==> src/rtl/dtack_generator_pkg.sv <==
`default_nettype none
// ============================================================================
// Module      : dtack_generator_pkg
// Description : Shared types and default constants for the 68000 DTACK/BERR
//               generator: bus-cycle state encoding, selected-device
//               encoding, default wait-state and bus-error timeout values.
// Revision    : 1.0 - initial release
// ============================================================================
package dtack_generator_pkg;

    // Bus-cycle tracking states
    typedef enum logic [1:0] {
        ST_IDLE = 2'd0,
        ST_WAIT = 2'd1,
        ST_ACK  = 2'd2,
        ST_BERR = 2'd3
    } state_e;

    // Device latched at the start of a bus cycle
    typedef enum logic [1:0] {
        SEL_NONE = 2'd0,
        SEL_ROM  = 2'd1,
        SEL_RAM  = 2'd2,
        SEL_IO   = 2'd3
    } sel_e;

    localparam int DEF_WAIT_ROM     = 2;
    localparam int DEF_WAIT_RAM     = 0;
    localparam int DEF_BERR_TIMEOUT = 64;
    localparam int WAIT_CNT_W       = 4;

endpackage : dtack_generator_pkg
`default_nettype wire

==> src/rtl/cpuclk_edge_detect.sv <==
`default_nettype none
// ============================================================================
// Module      : cpuclk_edge_detect
// Description : Registers the divided CPU clock on the master clock and
//               flags its rising edge for one master-clock period.
// Ports       : MCLK_IN    - master clock
//               RESET_N_IN - asynchronous active-low reset
//               CPUCLK_IN  - CPU clock, synchronous to MCLK_IN
//               TICK_OUT   - high for one MCLK when CPUCLK_IN rises
// Revision    : 1.0 - initial release
// ============================================================================
module cpuclk_edge_detect (
    input  logic MCLK_IN,
    input  logic RESET_N_IN,
    input  logic CPUCLK_IN,
    output logic TICK_OUT
);

    logic cpuclk_q;

    // Cleared by reset so the first tick afterwards is judged against 0
    always_ff @(posedge MCLK_IN or negedge RESET_N_IN) begin
        if (!RESET_N_IN) begin
            cpuclk_q <= 1'b0;
        end else begin
            cpuclk_q <= CPUCLK_IN;
        end
    end

    assign TICK_OUT = CPUCLK_IN & ~cpuclk_q;

endmodule : cpuclk_edge_detect
`default_nettype wire

==> src/rtl/dtack_generator.sv <==
`default_nettype none
// ============================================================================
// Module      : dtack_generator
// Description : Tracks 68000 bus cycles and generates DTACK after a per-device
//               number of wait states (ROM/RAM) or on device ready (I/O).
//               Unacknowledged cycles end in a bus error after BERR_TIMEOUT
//               CPU clocks. All outputs are registered.
// Ports       : MCLK_IN     - master clock (only clock)
//               RESET_N_IN  - asynchronous active-low reset
//               CPUCLK_IN   - CPU clock, synchronous to MCLK_IN
//               AS_N_IN     - address strobe, active-low
//               ROM_SEL_IN  - ROM decode select
//               RAM_SEL_IN  - RAM decode select
//               IO_SEL_IN   - I/O decode select
//               IO_ACK_IN   - I/O device ready
//               DTACK_N_OUT - data acknowledge, active-low
//               BERR_N_OUT  - bus error, active-low
//               BUSY_OUT    - high while a bus cycle is tracked
// Revision    : 1.0 - initial release
// ============================================================================
module dtack_generator
    import dtack_generator_pkg::*;
#(
    parameter int WAIT_ROM     = DEF_WAIT_ROM,
    parameter int WAIT_RAM     = DEF_WAIT_RAM,
    parameter int BERR_TIMEOUT = DEF_BERR_TIMEOUT
) (
    input  logic MCLK_IN,
    input  logic RESET_N_IN,
    input  logic CPUCLK_IN,
    input  logic AS_N_IN,
    input  logic ROM_SEL_IN,
    input  logic RAM_SEL_IN,
    input  logic IO_SEL_IN,
    input  logic IO_ACK_IN,
    output logic DTACK_N_OUT,
    output logic BERR_N_OUT,
    output logic BUSY_OUT
);

    localparam int                    TO_W     = $clog2(BERR_TIMEOUT);
    localparam logic [TO_W-1:0]       TO_LAST  = TO_W'(BERR_TIMEOUT - 1);
    localparam logic [WAIT_CNT_W-1:0] C_WROM   = WAIT_CNT_W'(WAIT_ROM);
    localparam logic [WAIT_CNT_W-1:0] C_WRAM   = WAIT_CNT_W'(WAIT_RAM);

    logic                  tick;
    state_e                state_q, state_d;
    sel_e                  sel_q, sel_d;
    logic [WAIT_CNT_W-1:0] wait_q, wait_d;
    logic [TO_W-1:0]       to_q, to_d;
    logic [TO_W-1:0]       to_inc;
    logic                  ack;
    logic                  dtack_n_q, dtack_n_d;
    logic                  berr_n_q, berr_n_d;
    logic                  busy_q, busy_d;

    cpuclk_edge_detect u_edge (
        .MCLK_IN    (MCLK_IN),
        .RESET_N_IN (RESET_N_IN),
        .CPUCLK_IN  (CPUCLK_IN),
        .TICK_OUT   (tick)
    );

    always_ff @(posedge MCLK_IN or negedge RESET_N_IN) begin
        if (!RESET_N_IN) begin
            state_q   <= ST_IDLE;
            sel_q     <= SEL_NONE;
            wait_q    <= '0;
            to_q      <= '0;
            dtack_n_q <= 1'b1;
            berr_n_q  <= 1'b1;
            busy_q    <= 1'b0;
        end else begin
            state_q   <= state_d;
            sel_q     <= sel_d;
            wait_q    <= wait_d;
            to_q      <= to_d;
            dtack_n_q <= dtack_n_d;
            berr_n_q  <= berr_n_d;
            busy_q    <= busy_d;
        end
    end

    always_comb begin
        state_d = state_q;
        sel_d   = sel_q;
        wait_d  = wait_q;
        to_d    = to_q;
        // Saturating increment of the timeout counter
        to_inc  = (to_q == '1) ? to_q : to_q + TO_W'(1);
        // Memory acknowledges on the tick that consumes its last wait state
        ack     = (((sel_q == SEL_ROM) || (sel_q == SEL_RAM)) && (wait_q <= WAIT_CNT_W'(1)))
                || ((sel_q == SEL_IO) && IO_ACK_IN);

        case (state_q)
            ST_IDLE: begin
                if (tick && !AS_N_IN) begin
                    to_d = '0;
                    if (ROM_SEL_IN) begin
                        sel_d   = SEL_ROM;
                        wait_d  = C_WROM;
                        state_d = (C_WROM == '0) ? ST_ACK : ST_WAIT;
                    end else if (RAM_SEL_IN) begin
                        sel_d   = SEL_RAM;
                        wait_d  = C_WRAM;
                        state_d = (C_WRAM == '0) ? ST_ACK : ST_WAIT;
                    end else if (IO_SEL_IN) begin
                        sel_d   = SEL_IO;
                        wait_d  = '0;
                        state_d = ST_WAIT;
                    end else begin
                        sel_d   = SEL_NONE;
                        wait_d  = '0;
                        state_d = ST_WAIT;
                    end
                end
            end
            ST_WAIT: begin
                if (AS_N_IN) begin
                    // CPU abandoned the cycle: no acknowledge, no bus error
                    state_d = ST_IDLE;
                end else if (tick) begin
                    to_d   = to_inc;
                    wait_d = (wait_q != '0) ? wait_q - WAIT_CNT_W'(1) : wait_q;
                    // Acknowledge wins over a timeout landing on the same tick
                    if (ack) begin
                        state_d = ST_ACK;
                    end else if (to_inc >= TO_LAST) begin
                        state_d = ST_BERR;
                    end
                end
            end
            ST_ACK, ST_BERR: begin
                if (AS_N_IN) begin
                    state_d = ST_IDLE;
                end
            end
            default: state_d = ST_IDLE;
        endcase

        // Outputs are registered images of the next state, so DTACK and BERR
        // are mutually exclusive by construction
        dtack_n_d = (state_d != ST_ACK);
        berr_n_d  = (state_d != ST_BERR);
        busy_d    = (state_d != ST_IDLE);
    end

    assign DTACK_N_OUT = dtack_n_q;
    assign BERR_N_OUT  = berr_n_q;
    assign BUSY_OUT    = busy_q;

endmodule : dtack_generator
`default_nettype wire

==> config.mk <==
export PLATFORM = sky130hd
export DESIGN_NAME = dtack_generator
export DESIGN_NICKNAME = d
export VERILOG_FILES = /design/src/rtl/dtack_generator_pkg.sv /design/src/rtl/cpuclk_edge_detect.sv /design/src/rtl/dtack_generator.sv
export SDC_FILE = /design/constraint.sdc
export NUM_CORES = 1
export LEC_CHECK = 0
export ABC_AREA = 1
export CAP_MARGIN = 10
export CORE_MARGIN = 10
export CORE_UTILIZATION = 35
export CTS_BUF_LIST = sky130_fd_sc_hd__clkbuf_8
export CTS_CLUSTER_SIZE = 16
export DETAILED_ROUTE_END_ITERATION = 10
export REMOVE_ABC_BUFFERS = 1
export SYNTH_ARGS = -nofsm -noshare
export SYNTH_HDL_FRONTEND = slang
export SYNTH_SLANG_ARGS = --single-unit
==> constraint.sdc <==
create_clock -name MCLK_IN -period 1.95 [get_ports MCLK_IN]
set_clock_uncertainty 0.15 [all_clocks]
set_input_delay 0.195 -clock MCLK_IN [delete_from_list [all_inputs] [get_ports MCLK_IN]]
set_output_delay 0.195 -clock MCLK_IN [all_outputs]
set_load 0.01 [all_outputs]
==> qor.yml <==
placed_design:
  hpwl_um: 1550
  io_buffers: 10
  dp_slack_ns: 0.0418
  routabilityCongestion: 0.831
critical_path:
  path_delay_family: "compound AO/OA/AOI/OAI gates"
  startpoint_type: "register"
  r2r_start: "wait_q[0]"
  critPathSlowestCell: "dfrtp_1"
  worstPathMaxFanout: 4
  r2r_setup_slack_ns: 0.19
  crit_buf_inv: 2
  endpoint_kind: "register"
  ff2ff_path_depth: 9
  r2r-end: "BUSY_OUT"
  crit_chain: "inv_1 -> ha_1 -> inv_1 -> nand2_1 -> nand3_1 -> o21ai_0 -> nand3b_1 -> a31oi_1 -> nand3_1"
  critPathRequiredTime_ns: 1.91
  cp.arrival_ns: 1.72
  crit_type: "register to register"
  slowest_delay_ns: 0.38
cts:
  cts_buffers: 3
  cts_tree: "built"
  insertion_delay_ns: 0.25
  htree_levels: 1
  cts.path.max_buffers: 2
  cts_sinks: 18
  cts_root_buffer: "clkbuf_8"
  clk_pin_slew_ns: 0.07
finish:
  num-nets-final: 159
  drive_above_1_share_pct: 14.4
  diodes: 0
  syn_to_final_growth_pct: 21.9
synth:
  syn_inst: 128
  synth_top_area_cell: "dfrtp_1"
  synth_top_area_share_pct: 39.6
  async_flop_share_pct: 100
  synth.area.top_cells: "dfrtp_1 40%, nand2_1 12%, inv_1 8.5%, dfstp_2 5.2%, ha_1 4.9%"
  synth_enable_flop_cells: 0
  syn_area_per_cell_um2: 7.91
  syn_area_um2: 1010
  ys_top_cells_by_count: "32 x nand2_1, 23 x inv_1, 16 x dfrtp_1"
  ys_warn_count: 0
  synth-seq-area-share_pct: 44.7
  synthFlopType: "dfrtp_1"
  synth_most_common_cell: "nand2_1"
  synth_cell_types: 24
  synth-seq-cells: 18
route:
  drt_first_iter_violations: 102
  wl_um: 1920
  ant_nets: 0
  vias: 866
  first_pass_iters: 4
  vias_per_cell: 4.89
  wire_per_inst_um: 10.8
  drc: 0
floorplanning:
  initial_core_util_pct: 36.7
  fp-row-count: 19
  dieArea_um2: 5440
  core_um2: 2760
  die_width_um: 73.8
  die_h_um: 73.8
  ios: 11
pwr:
  p_clk_share_pct: 27.6
  internal_power_mw: 0.645
  sequentialPowerShare_pct: 49.9
  cellLeakagePower_nw: 0.610
  totalPowerFinal_mw: 0.901
  irDropWorstVdd_uv: 519
  comb_power_share_pct: 22.6
  p_sw_share_pct: 28.5
  p_per_area_nw_per_um2: 731
  p_sw_mw: 0.257
sta:
  worst_slew_pin_slew_ns: 0.294
  slew_headroom_pct: 80.3
  setup_tns_ns: 0
  grt_setup_unrepaired: "false"
  final.period_utilization_pct: 90.1
  final_hold_viol_count: 0
  slew_viol_final: 0
  finalCriticalPeriod_ns: 1.76
  setup_ws_ns: 0.193
  max_clock_freq_mhz: 569
  setup_violations: 0
run:
  max_cap_violations: 0
global_route:
  track_usage_pct: 7.52
  overflow: 0
  grt_pass1_vias: 851
  grt_pass1_wl_um: 3440
  antenna_found_initial: 0
  grt_max_degree: 19
worst_hold_path:
  hold_class: "input port to asynchronous set/reset pin"
outcome:
  status: "complete, no violations"
power by group through the flow:
stage                     clock (mW)  combinational (mW)  sequential, mW
after floorplan                    0               0.136           0.451
after global placement             0               0.196           0.455
after detailed placement           0               0.200           0.456
after CTS                      0.258               0.201           0.449
after global routing           0.278               0.239           0.455
final                          0.248               0.204           0.449
cells by family (layout without fill, tap and decap cells):
logic type                 Yosys count  after routing  synth area share, %
adders and majority gates            4              4                 4.94
and+or+nand+nor                     60             60                 26.8
AOI/OAI and AO/OA                   23             23                 15.0
DFF                                 18             18                 44.7
buffers and inverters               23             41                 8.53
registers in the layout, summed over array words and instances (netlist names):
name and flops:
wait_q 4, state_q 2, u_edge.cpuclk_q 1, to_q 6, DTACK_N_OUT 1, BUSY_OUT 1
sel_q 2, BERR_N_OUT 1
routing by layer:
layer  wire length [µm]  share of wire (%)  track usage (%)
met5                  0                  0                0
met4                  0                  0             1.86
met3                 78                4.1             2.15
met2                961                 50             12.8
met1                876                 46             9.02
worst max-delay path by stage:
stage | start | end | slack (ns) | cells after the start
after floorplan | to_q[0] | DTACK_N_OUT | 0.38 | 13
after global placement | CPUCLK_IN | wait_q[2] | 0.13 | 9
after detailed placement | CPUCLK_IN | wait_q[2] | 0.04 | 9
after CTS | to_q[1] | DTACK_N_OUT | 0.18 | 12
after global routing | wait_q[0] | BUSY_OUT | 0.006 | 9
final | wait_q[0] | BUSY_OUT | 0.19 | 9
cell usage in the layout, fill, tap and decap left out, types with 3 or more instances in the layout:
cell type,instances
o21ai_0,9
nand2_2,4
buf_4,4
nand2_1,32
clkdlybuf4s50_1,10
nand3_1,8
nor2_1,10
ha_1,3
dfrtp_1,16
clkbuf_8,3
nor2_4,3
inv_1,24
cell type report:
class	instances	area, µm²
clock inverter	1	3.75
timing repair buffer	14	130
sequential	18	453
inverter	23	86.3
fill	282	1520
tap	31	38.8
multi-input combinational	87	480
clock buffer	3	41.3
worst reg2reg max path, stage by stage, from the launching register on:
cell and delay, ns:
dfrtp_1 0.38, inv_1 0.11, ha_1 0.20, inv_1 0.06
nand2_1 0.06, nand3_1 0.05, o21ai_0 0.13, nand3b_1 0.11
a31oi_1 0.26, nand3_1 0.12
through the flow:
step                      instances  util, %  instance area [µm²]  hold WS (ns)
after CTS                       175     43.9                 1210         0.122
after global placement          171     42.3                 1170         0.307
after detailed placement        171     42.3                 1170         0.323
after floorplan                 128        -                 1010        -0.251
after global routing            177     44.7                 1230         0.141
final                           177     44.7                 1230         0.116
repair_timing:
| item | 4_1_cts | 5_1_grt |
|---|---|---|
| hold buffers | 0 | 0 |
| setup buffers | 0 | 2 |
| setup endpoints to repair | 0 | 2 |
| gates resized for setup | 0 | 2 |
Power figures use the tool's default switching activity.
